File: config.mk
export PLATFORM = sky130hd
export DESIGN_NAME = addsub_pipe_nbit_flat
export DESIGN_NICKNAME = d
export VERILOG_FILES = /design/src/rtl/addsub_pipe_nbit_if.sv /design/src/rtl/addsub_pipe_nbit.sv /design/src/flat_wrapper.sv
export SDC_FILE = /design/constraint.sdc
export NUM_CORES = 1
export LEC_CHECK = 0
export CAP_MARGIN = 20
export CORE_AREA = 10 10 66 68
export CTS_CLUSTER_DIAMETER = 40
export DETAILED_ROUTE_END_ITERATION = 8
export DIE_AREA = 0 0 76 78
export PLACE_DENSITY = 0.81
export SLEW_MARGIN = 15
export SYNTH_ARGS = -nofsm -noshare
export SYNTH_HDL_FRONTEND = slang
export SYNTH_SLANG_ARGS = --single-unit
File: constraint.sdc
create_clock -name clk -period 2.5 [get_ports clk]
set_input_delay 0.375 -clock clk [delete_from_list [all_inputs] [get_ports clk]]
set_output_delay 0.375 -clock clk [all_outputs]
set_load 0.01 [all_outputs]
File: src/rtl/addsub_pipe_nbit_if.sv
// addsub_pipe_nbit_if: valid/ready stream bundle for the pipelined add/sub.
//   in_valid/in_ready/x/y/add_n/sat    request stream (producer -> block)
//   out_valid/out_ready/s/cout/ovf/zero result stream (block -> consumer)
//   slave modport is the block side, master modport is the producer/consumer side.
interface addsub_pipe_nbit_if #(parameter int n = 8) ();
    logic         in_valid;
    logic         in_ready;
    logic [n-1:0] x;
    logic [n-1:0] y;
    logic         add_n;
    logic         sat;
    logic         out_valid;
    logic         out_ready;
    logic [n-1:0] s;
    logic         cout;
    logic         ovf;
    logic         zero;
    modport slave (
        input  in_valid, x, y, add_n, sat, out_ready,
        output in_ready, out_valid, s, cout, ovf, zero
    );
    modport master (
        output in_valid, x, y, add_n, sat, out_ready,
        input  in_ready, out_valid, s, cout, ovf, zero
    );
endinterface

File: src/rtl/addsub_pipe_nbit.sv
// addsub_pipe_nbit: pipelined n-bit adder/subtractor, carry chain split into `stages` slices.
//   clk    rising-edge clock
//   rst_n  asynchronous active-low reset, clears every valid/data/flag register
//   bus    slave side of addsub_pipe_nbit_if: request x/y/add_n/sat, result s/cout/ovf/zero
// All stages advance together on en = !out_valid | out_ready; latency is `stages` cycles.
module addsub_pipe_nbit #(
    parameter int n      = 8,
    parameter int stages = 2
) (
    input  logic              clk,
    input  logic              rst_n,
    addsub_pipe_nbit_if.slave bus
);
    localparam int W = n / stages;

    if (n < 2 || stages < 1 || n % stages != 0) begin : g_bad
        $error("addsub_pipe_nbit: n must be >= 2 and a multiple of stages");
    end

    logic         en;
    logic         o_valid;
    logic         o_cout;
    logic         o_ovf;
    logic         o_zero;
    logic [n-1:0] o_s;

    assign en            = !o_valid || bus.out_ready;
    assign bus.in_ready  = en;
    assign bus.out_valid = o_valid;
    assign bus.s         = o_s;
    assign bus.cout      = o_cout;
    assign bus.ovf       = o_ovf;
    assign bus.zero      = o_zero;

    // Stage k owns operand bits [n-1:k*W] (the not-yet-added upper slices, already
    // skewed) and the finished sum bits [k*W-1:0] (deskewed lower slices).
    for (genvar k = 0; k < stages; k++) begin : g_st
        localparam int R = n - k * W;
        logic [R-1:0]         xin;
        logic [R-1:0]         yin;
        logic [(k+1)*W-1:0]   acc;
        logic                 ci;
        logic                 vi;
        logic                 ti;
        logic [W:0]           sum;

        if (k == 0) begin : g_in
            // Subtraction: invert y once here; carry-in of 1 completes the two's complement.
            assign xin = bus.x;
            assign yin = bus.y ^ {n{bus.add_n}};
            assign ci  = bus.add_n;
            assign vi  = bus.in_valid;
            assign ti  = bus.sat;
            assign acc = sum[W-1:0];
        end else begin : g_in
            assign xin = g_st[k-1].g_r.xq;
            assign yin = g_st[k-1].g_r.yq;
            assign ci  = g_st[k-1].g_r.cq;
            assign vi  = g_st[k-1].g_r.vq;
            assign ti  = g_st[k-1].g_r.tq;
            assign acc = {sum[W-1:0], g_st[k-1].g_r.sq};
        end

        assign sum = {1'b0, xin[W-1:0]} + {1'b0, yin[W-1:0]} + {{W{1'b0}}, ci};

        if (k < stages - 1) begin : g_r
            logic [R-W-1:0]     xq;
            logic [R-W-1:0]     yq;
            logic [(k+1)*W-1:0] sq;
            logic               vq;
            logic               cq;
            logic               tq;
            always_ff @(posedge clk or negedge rst_n) begin
                if (!rst_n) begin
                    xq <= '0;
                    yq <= '0;
                    sq <= '0;
                    vq <= 1'b0;
                    cq <= 1'b0;
                    tq <= 1'b0;
                end else if (en) begin
                    xq <= xin[R-1:W];
                    yq <= yin[R-1:W];
                    sq <= acc;
                    vq <= vi;
                    cq <= sum[W];
                    tq <= ti;
                end
            end
        end else begin : g_o
            logic         c_msb;
            logic         v_raw;
            logic [n-1:0] res;
            // Carry into the MSB recovered from the MSB sum bit; the MSB slice always
            // lives in this last stage, so xin[W-1] is the delayed x[n-1].
            assign c_msb = xin[W-1] ^ yin[W-1] ^ acc[n-1];
            assign v_raw = c_msb ^ sum[W];
            assign res   = (ti && v_raw) ? {xin[W-1], {(n-1){!xin[W-1]}}} : acc;
            always_ff @(posedge clk or negedge rst_n) begin
                if (!rst_n) begin
                    o_valid <= 1'b0;
                    o_s     <= '0;
                    o_cout  <= 1'b0;
                    o_ovf   <= 1'b0;
                    o_zero  <= 1'b0;
                end else if (en) begin
                    o_valid <= vi;
                    o_s     <= res;
                    o_cout  <= sum[W];
                    o_ovf   <= v_raw;
                    o_zero  <= (res == '0);
                end
            end
        end
    end
endmodule

File: src/flat_wrapper.sv
// flat-port wrapper written by rule: the top's interface ports become plain ports
module addsub_pipe_nbit_flat 
#(
    parameter int n      = 8,
    parameter int stages = 2
)
  (clk, rst_n, bus_in_valid, bus_x, bus_y, bus_add_n, bus_sat, bus_out_ready, bus_in_ready, bus_out_valid, bus_s, bus_cout, bus_ovf, bus_zero);
  addsub_pipe_nbit_if #(.n(n)) bus_i ();
  input  logic clk;
  input  logic rst_n;
  input wire logic [$bits(bus_i.in_valid)-1:0] bus_in_valid;
  input wire logic [$bits(bus_i.x)-1:0] bus_x;
  input wire logic [$bits(bus_i.y)-1:0] bus_y;
  input wire logic [$bits(bus_i.add_n)-1:0] bus_add_n;
  input wire logic [$bits(bus_i.sat)-1:0] bus_sat;
  input wire logic [$bits(bus_i.out_ready)-1:0] bus_out_ready;
  output wire logic [$bits(bus_i.in_ready)-1:0] bus_in_ready;
  output wire logic [$bits(bus_i.out_valid)-1:0] bus_out_valid;
  output wire logic [$bits(bus_i.s)-1:0] bus_s;
  output wire logic [$bits(bus_i.cout)-1:0] bus_cout;
  output wire logic [$bits(bus_i.ovf)-1:0] bus_ovf;
  output wire logic [$bits(bus_i.zero)-1:0] bus_zero;
  assign bus_i.in_valid = bus_in_valid;
  assign bus_i.x = bus_x;
  assign bus_i.y = bus_y;
  assign bus_i.add_n = bus_add_n;
  assign bus_i.sat = bus_sat;
  assign bus_i.out_ready = bus_out_ready;
  assign bus_in_ready = bus_i.in_ready;
  assign bus_out_valid = bus_i.out_valid;
  assign bus_s = bus_i.s;
  assign bus_cout = bus_i.cout;
  assign bus_ovf = bus_i.ovf;
  assign bus_zero = bus_i.zero;
  addsub_pipe_nbit #(.n(n), .stages(stages)) u_core (.clk(clk), .rst_n(rst_n), .bus(bus_i));
endmodule
# After elaboration in Yosys (flattened, before gate mapping)
# Index checks and enable logic that the tools add are counted.
dict set report classes {
  bitwise_logic 4
  n_eq_ne 0
  n_lt_le_gt_ge 0
  muxes 1
  n_div 0
  reduce_logical 5
  n_mul 0
  n_addsub 4
  n_shift 0
}
# operator n
set ops {}
lappend ops {{4-bit by 4-bit adder with 5-bit output} 2}
lappend ops {{5-bit by 1-bit adder with 5-bit output} 2}
lappend ops {{8-bit logical NOT} 1}
lappend ops {{8-bit 2-to-1 mux} 1}
lappend ops {{8-bit bitwise XOR} 1}
lappend ops {{1-bit bitwise XOR} 3}
lappend ops {{1-bit logical NOT} 2}
lappend ops {{1-bit logical AND} 1}
lappend ops {{1-bit logical OR} 1}
dict set report totals {
  regBits 27
  ram_bits 0
  romBits 0
  latch_bits 0
  mem_count 0
  input_bits 22
}

# Logic depth before layout (Yosys ltp)
dict set report logic_depth {
  depth_word 7
  mapped_depth 8
  depth_no_buf 8
}

# Worst setup path after synthesis
# Ideal clock, no wire load.
dict set report synth_path {
  path_type {reg-to-reg}
  from {register u_core.g_st[0].g_r.cq}
  to {register u_core.o_s[6], in the netlist u_core.bus.s[6]}
  arrival_time_ps 2005
  path_stages_with_launch 9
  n_path_buf 0
  required_ps 2365
  setup_slack_ps 360
  synth_period_minus_slack_ps 2140
  setup_time_ps 135
  path_cell_list {dfrtp_1 > fa_1 > inv_1 > fa_1 > and2b_1 > o22ai_4 > xor2_2 > a21oi_1 > a21oi_1}
}
dict set report synth_between {
  elab_chain_cells 5
}
# element line_no
set synth_lines {}
lappend synth_lines {{start: declaration} addsub_pipe_nbit.sv:71} ;# logic cq;
lappend synth_lines {{start signal: assignment} addsub_pipe_nbit.sv:86} ;# cq <= sum[W];
lappend synth_lines {{5-bit by 1-bit adder with 5-bit output *} addsub_pipe_nbit.sv:64} ;# assign sum = {1'b0, xin[W-1:0]} + {1'b0, yin[W-1:0]} + {{W{1'b0}}, ci};
lappend synth_lines {{1-bit bitwise XOR} addsub_pipe_nbit.sv:96} ;# assign c_msb = xin[W-1] ^ yin[W-1] ^ acc[n-1];
lappend synth_lines {{1-bit bitwise XOR} addsub_pipe_nbit.sv:97} ;# assign v_raw = c_msb ^ sum[W];
lappend synth_lines {{1-bit logical AND} addsub_pipe_nbit.sv:98} ;# assign res = (ti && v_raw) ? {xin[W-1], {(n-1){!xin[W-1]}}} : acc;
lappend synth_lines {{8-bit 2-to-1 mux *} addsub_pipe_nbit.sv:98}
lappend synth_lines {{end signal: assignment} addsub_pipe_nbit.sv:108} ;# o_s <= res;
lappend synth_lines {{end: declaration} addsub_pipe_nbit.sv:25} ;# logic [n-1:0] o_s;
# Mark *: on every way between the ends. The rest lies on a longest branch, timed or not.
# A chain may end at the register's enable or synchronous reset.

# Worst setup path after layout
dict set report layout_path {
  from {register u_core.g_st[0].g_r.cq}
  to {register u_core.o_s[5], in the netlist u_core.bus.s[5]}
}
# The elaborated chain is that of the path after synthesis.

==> impl_metrics.py <==
metrics = {
    "floorplanning": {
        "rows": 21,
        "die_w_um": 76,
        "die_area_um2": 5930,
        "core_um2": 3180,
        "die_h_um": 78,
        "floorplan.initialDensity_pct": 46.3,
        "design.portCount": 35,
    },
    "cts": {
        "cts_buffer_depth": 2,
        "tritoncts": "built",
        "cts_root_buffer": "sky130_fd_sc_hd__clkbuf_4",
        "clk_pin_slew_ns": 0.14,
        "cts.sinks": 27,
        "numCtsBuffers": 3,
        "cts-htree-levels": 1,
        "ctsHoldBuffers": 0,
        "worst_skew_pair.late_latency_ns": 0.33,
    },
    "synthesis": {
        "ys_warn_count": 0,
        "synth.area.top_cells": "sky130_fd_sc_hd__dfrtp_1 (46%), sky130_fd_sc_hd__a21oi_1 (5.8%), sky130_fd_sc_hd__nand2_1 (5.6%), sky130_fd_sc_hd__o21ai_0 (5.4%), sky130_fd_sc_hd__ha_1 (5.1%)",
        "proportion_of_netlist_area_held_by_the_largest_area_contributor_pct": 45.9,
        "post_synth_num_cell_types": 33,
        "ys_seq_elements": 27,
        "syn-instance-count": 156,
        "synth.avg_cell_area_um2": 9.44,
        "post-synth-top-area-cell": "sky130_fd_sc_hd__dfrtp_1",
        "syn-cell-area_um2": 1470,
        "synth.yosys.seq_area_share_pct": 45.9,
        "syn_nets": 187,
    },
    "sta": {
        "final_max_slew_viol_count": 0,
        "setup_tns_ns": 0,
        "worstMarginPinSlew_ns": 0.342,
        "period_minus_slack_ns": 2.25,
        "post-route-period-util_pct": 90.0,
        "grt_setup_unrepaired": "false",
        "fin_skew_ns": 0.00372,
        "timing.fmax_mhz": 444,
        "setup-violations-final": 0,
        "slew_headroom_pct": 77.1,
        "report.final.hold_viol_count": 0,
    },
    "critical_path": {
        "start_kind": "flip-flop",
        "timing.critical_path.slowest_stage_cell": "sky130_fd_sc_hd__fa_1",
        "ff2ff_setup_slack_ns": 0.25,
        "cpLargestDelayFamily": "adder cells",
        "r2r_end": "u_core.bus.s[5]",
        "slowest_delay_ns": 0.45,
        "crit_path_frequent_cell": "sky130_fd_sc_hd__fa_1",
        "sequence_of_cells_on_the_critical_path": "fa_1, inv_1, fa_1, and2b_1, o22ai_4, xor2_2, nand2_1, a311oi_1",
        "critical_path.reg2reg.startpoint": "u_core.g_st[0].g_r.cq",
        "setup.worst_path.class": "flip-flop to flip-flop",
        "timing.critical_path.buf_inv": 1,
        "cp_data_required_time_ns": 2.74,
        "critPathMaxFanout": 4,
        "critical_path_arrival_ns": 2.49,
        "r2r.worst_path.cells": 8,
        "critical_path.endpoint_type": "flip-flop",
    },
    "route": {
        "detailedRoute.firstIterationViolations": 48,
        "wirelength_met1_mm": 1.36,
        "dr_wl_met2_mm": 1.54,
        "routed_wire_length_per_instance_um": 13.1,
        "routed_wirelength_mm": 3.12,
        "highest_layer": "met4",
        "drt_drc_violations_left": 0,
        "routed_via_density": 4.97,
        "routed-wl-met3_um": 161,
        "ant_nets": 0,
        "detailedRoute.firstPassIterationCount": 4,
        "vias": 1184,
    },
    "pwr": {
        "vdd_ir_drop_max_mv": 0.240,
        "power.static_leakage_uw": 0.000829,
        "pwr_dens_nw_per_um2": 797,
    },
    "cells_and_area": {
        "num-fill-cells": 289,
        "syn_to_final_growth_pct": 29.5,
        "layout_cell_share_with_drive_strength_beyond_1_pct": 6.77,
        "n_antenna_cell": 0,
        "design.final.nets": 224,
        "fin_cells": 238,
        "layout_common_cells": "sky130_fd_sc_hd__clkdlybuf4s50_1 (34), sky130_fd_sc_hd__dfrtp_1 (27), sky130_fd_sc_hd__nand2_1 (22), sky130_fd_sc_hd__a21oi_1 (16), sky130_fd_sc_hd__o21ai_0 (16)",
        "layout.cells.most_common": "sky130_fd_sc_hd__clkdlybuf4s50_1",
    },
    "global_route": {
        "overflow_left_after_global_routing": 0,
        "grt_pass1_wl_mm": 5.34,
        "grtUsageTotal_pct": 10.5,
        "number_of_global_route_vias_before_repair": 1245,
        "antenna_found_initial": 0,
        "grt_max_degree": 31,
    },
    "placed_design": {
        "place.detailed.hpwl_mm": 2.49,
        "placedCellCount": 234,
        "place.port_buffers": 34,
        "place_congestion": 0.861,
    },
    "hold_path": {
        "hold_path.class": "primary input to async pin",
    },
    "run": {
        "max_cap_violations": 0,
    },
    "run_status": {
        "outcome": "complete, no violations",
    },
}
## cells in the mapped netlist
library cell / count
sky130_fd_sc_hd__nand3_1: 1
sky130_fd_sc_hd__o211ai_1: 1
sky130_fd_sc_hd__xnor2_2: 1
sky130_fd_sc_hd__clkbuf_1: 5
sky130_fd_sc_hd__dfrtp_1: 27
sky130_fd_sc_hd__a21oi_1: 17
sky130_fd_sc_hd__a31oi_1: 1
sky130_fd_sc_hd__nand2_1: 22
sky130_fd_sc_hd__nor2b_1: 3
sky130_fd_sc_hd__nor2_1: 15
sky130_fd_sc_hd__nor4b_1: 1
sky130_fd_sc_hd__a21o_1: 1
sky130_fd_sc_hd__a2bb2oi_1: 1
sky130_fd_sc_hd__or2_4: 1
sky130_fd_sc_hd__buf_2: 1
sky130_fd_sc_hd__and2b_1: 1
sky130_fd_sc_hd__and2_4: 1
sky130_fd_sc_hd__nor3_1: 2
sky130_fd_sc_hd__mux2i_1: 1
sky130_fd_sc_hd__o21bai_1: 1
sky130_fd_sc_hd__fa_1: 3
sky130_fd_sc_hd__ha_1: 6
sky130_fd_sc_hd__xor2_1: 6
sky130_fd_sc_hd__xor2_2: 1
sky130_fd_sc_hd__o21ai_0: 16
sky130_fd_sc_hd__o22ai_4: 1
sky130_fd_sc_hd__nand2b_1: 1
sky130_fd_sc_hd__and2_1: 1
sky130_fd_sc_hd__inv_1: 9
sky130_fd_sc_hd__nor4_1: 1
sky130_fd_sc_hd__a311oi_1: 1
sky130_fd_sc_hd__xnor2_1: 5
sky130_fd_sc_hd__a32oi_1: 1
## per-stage QoR
step           setup WS (ns)  util, %  hold slack (ns)  total power [uW]  instance area (um2)
6_report               0.249     60.0            0.398              1520                 1910
5_1_grt               0.0980     60.0            0.449              1630                 1910
4_1_cts                0.104     59.9            0.412              1540                 1900
3_5_place_dp           0.135     59.0            0.455              1350                 1880
3_3_place_gp           0.253     59.0            0.443              1310                 1880
2_1_floorplan          0.360        -           0.0794              1040                 1470
## sequential cells by signal, indices dropped and copies added, names as in the netlist
name and cells:
u_core.bus.s 8, u_core.g_st.g_r.yq 4, u_core.bus.zero 1, u_core.g_st.g_r.sq 4, u_core.g_st.g_r.vq 1, u_core.g_st.g_r.xq 4, u_core.g_st.g_r.cq 1, u_core.bus.cout 1
u_core.g_st.g_r.tq 1, u_core.bus.out_valid 1, u_core.bus.ovf 1
## worst max path at each step
| stage | start | end | cells after the start |
|---|---|---|---|
| after CTS | u_core.g_st[0].g_r.cq | u_core.bus.s[3] | 8 |
| after global placement | u_core.g_st[0].g_r.cq | u_core.bus.s[6] | 8 |
| after detailed placement | u_core.g_st[0].g_r.cq | u_core.bus.s[3] | 8 |
| after global routing | u_core.g_st[0].g_r.cq | u_core.bus.s[5] | 8 |
| final | u_core.g_st[0].g_r.cq | u_core.bus.s[5] | 8 |
| after floorplan | u_core.g_st[0].g_r.cq | u_core.bus.s[6] | 8 |
## where the power goes
group          leakage, uW  total, uW  switching, uW  internal, uW
Clock            0.0000150        191            128          62.6
Sequential        0.000318        634           75.3           559
Combinational     0.000496        696            336           360
## area by class of cell
| cell class | count | area (um2) | area share (%) |
|---|---|---|---|
| clock buffers | 4 | 26.3 | 1.38 |
| inverters | 9 | 33.8 | 1.77 |
| multi-input cells | 114 | 743 | 39.0 |
| flip-flops and latches | 27 | 676 | 35.4 |
| well taps | 46 | 57.6 | 3.02 |
| repair buffers | 38 | 370 | 19.4 |
## kinds of logic (layout without fill, tap and decap cells)
family	after synthesis	count (layout)	synth area share (%)
mux	1	1	0.680
compound gates	41	41	16.3
xor+xnor	13	13	8.75
flops	27	27	45.9
buf+inv	15	51	3.91
simple gates	50	50	15.3
fa+ha+maj	9	9	9.18
## worst reg2reg max path: stages (launching register included)
cell	delay, ns
sky130_fd_sc_hd__dfrtp_1	0.43
sky130_fd_sc_hd__fa_1	0.45
sky130_fd_sc_hd__inv_1	0.08
sky130_fd_sc_hd__fa_1	0.19
sky130_fd_sc_hd__and2b_1	0.23
sky130_fd_sc_hd__o22ai_4	0.22
sky130_fd_sc_hd__xor2_2	0.23
sky130_fd_sc_hd__nand2_1	0.08
sky130_fd_sc_hd__a311oi_1	0.26
## routing by layer
layer	vias to the layer above	track usage (%)
met1	556	11.4
met2	30	19.1
met3	4	2.07
met4	0	5.30
li1	594	-
met5	-	0
## repair_timing
item	in CTS	in global routing
endpoints found under the hold margin	0	0
endpoints found under the setup margin	0	6
resized for setup	0	1
setup buffers	0	0
(Power assumes the default switching activity.)
==> RTL change: new RTL, config.mk and constraints unchanged <==
Reset style: synchronous (`rst_n`), changed in 2 clocked blocks. Comments in the files are not updated.
--- a/src/rtl/addsub_pipe_nbit.sv
+++ b/src/rtl/addsub_pipe_nbit.sv
@@ -72,3 +72,3 @@
             logic               tq;
-            always_ff @(posedge clk or negedge rst_n) begin
+            always_ff @(posedge clk) begin
                 if (!rst_n) begin
@@ -98,3 +98,3 @@
             assign res   = (ti && v_raw) ? {xin[W-1], {(n-1){!xin[W-1]}}} : acc;
-            always_ff @(posedge clk or negedge rst_n) begin
+            always_ff @(posedge clk) begin
                 if (!rst_n) begin
Function: differs if rst_n is asserted again (counterexample within 4 cycles, from zero or initial values and one cycle with rst_n low); with rst_n held inactive, the same outputs for 10 cycles.
==> RTL change against the unedited design <==
Global-route usage increased by 0.93 points. Synthesized area decreased by 2.2%. Count of clock-buffer cells in the layout decreased by 1. Cell area decreased by 2.5%. Largest cell class unchanged. Sequential share of layout area decreased by 6.4 points. Non-clock buffer count unchanged. Sequential cell count unchanged. Wire length increased by 8.3%. Setup slack got worse by 0.15 ns.
Power is not compared: it rests on default switching activity, and its combinational part moved more than twofold at a synthesized area within 25%.
==> RTL change: results <==
export IMPL_regArea_um2=541
export IMPL_drtIter0Drc=88
export IMPL_slowest_delay_ns=0.39
export IMPL_nFillCells=301
export IMPL_grt_max_degree=34
export IMPL_clkbuf_count=3
export IMPL_use_met2_pct=20.0
export IMPL_finalPower_uw=995
export IMPL_grt_pass1_wl_um=5750
export IMPL_dp_cells=233
export IMPL_arrival_ns=2.64
export IMPL_hp_class="reg -> reg"
export IMPL_placed_cell_area_um2=1810
export IMPL_synthAdderAreaFrac_pct=9.38
export IMPL_synthToLayoutAreaGrowth_pct=29.1
export IMPL_worst_path_max_fanout=3
export IMPL_routed_wirelength_um=3380
export IMPL_synthMuxAreaShare_pct=2.17
export IMPL_drive_above_1_share_pct=9.95
export IMPL_avgViaCountPerCell=5.13
export IMPL_wl_met1_um=1440
export IMPL_grt_total_usage_pct=11.5
export IMPL_status="complete, no violations"
export IMPL_dp_slack_ns=-0.00314
export IMPL_cp_slowest_cell="dfxtp_1"
export IMPL_yosysSeqAreaShare_pct=37.5
export IMPL_gr_usage_met3_pct=3.80
export IMPL_syn_num_nets=189
export IMPL_post_drt_wl_per_cell_um=14.3
export IMPL_wl_met3_um=203
-- RTL change: cell types whose count changed after synthesis, sizes merged, moves of 4 or more --
cell,before,now
dfrtp,27,0
dfxtp,0,27
nor2,15,5
a21boi,0,8
o211a,0,8
a21oi,17,12
nand3,1,6
inv,9,5
-- RTL change: worst register-to-register path: stages (launching register included) --
cell and delay [ns]:
dfxtp_1 0.39, fa_1 0.20, inv_1 0.06, fa_1 0.37
nand2b_2 0.23, a21oi_4 0.22, xor2_2 0.24, nor3_2 0.09
a311o_1 0.36, o211a_1 0.15
-- RTL change: final timing paths --
check | start | endpoint | cells past startpoint | slack (ns)
max reg2reg | u_core.g_st[0].g_r.yq[0] | u_core.bus.s[6] | 9 | 0.10
min | u_core.bus.s[5] | u_core.bus.s[5] | 2 | 0.46
min reg2reg | u_core.bus.s[5] | u_core.bus.s[5] | 2 | 0.46
max | u_core.g_st[0].g_r.yq[0] | u_core.bus.s[6] | 9 | 0.10
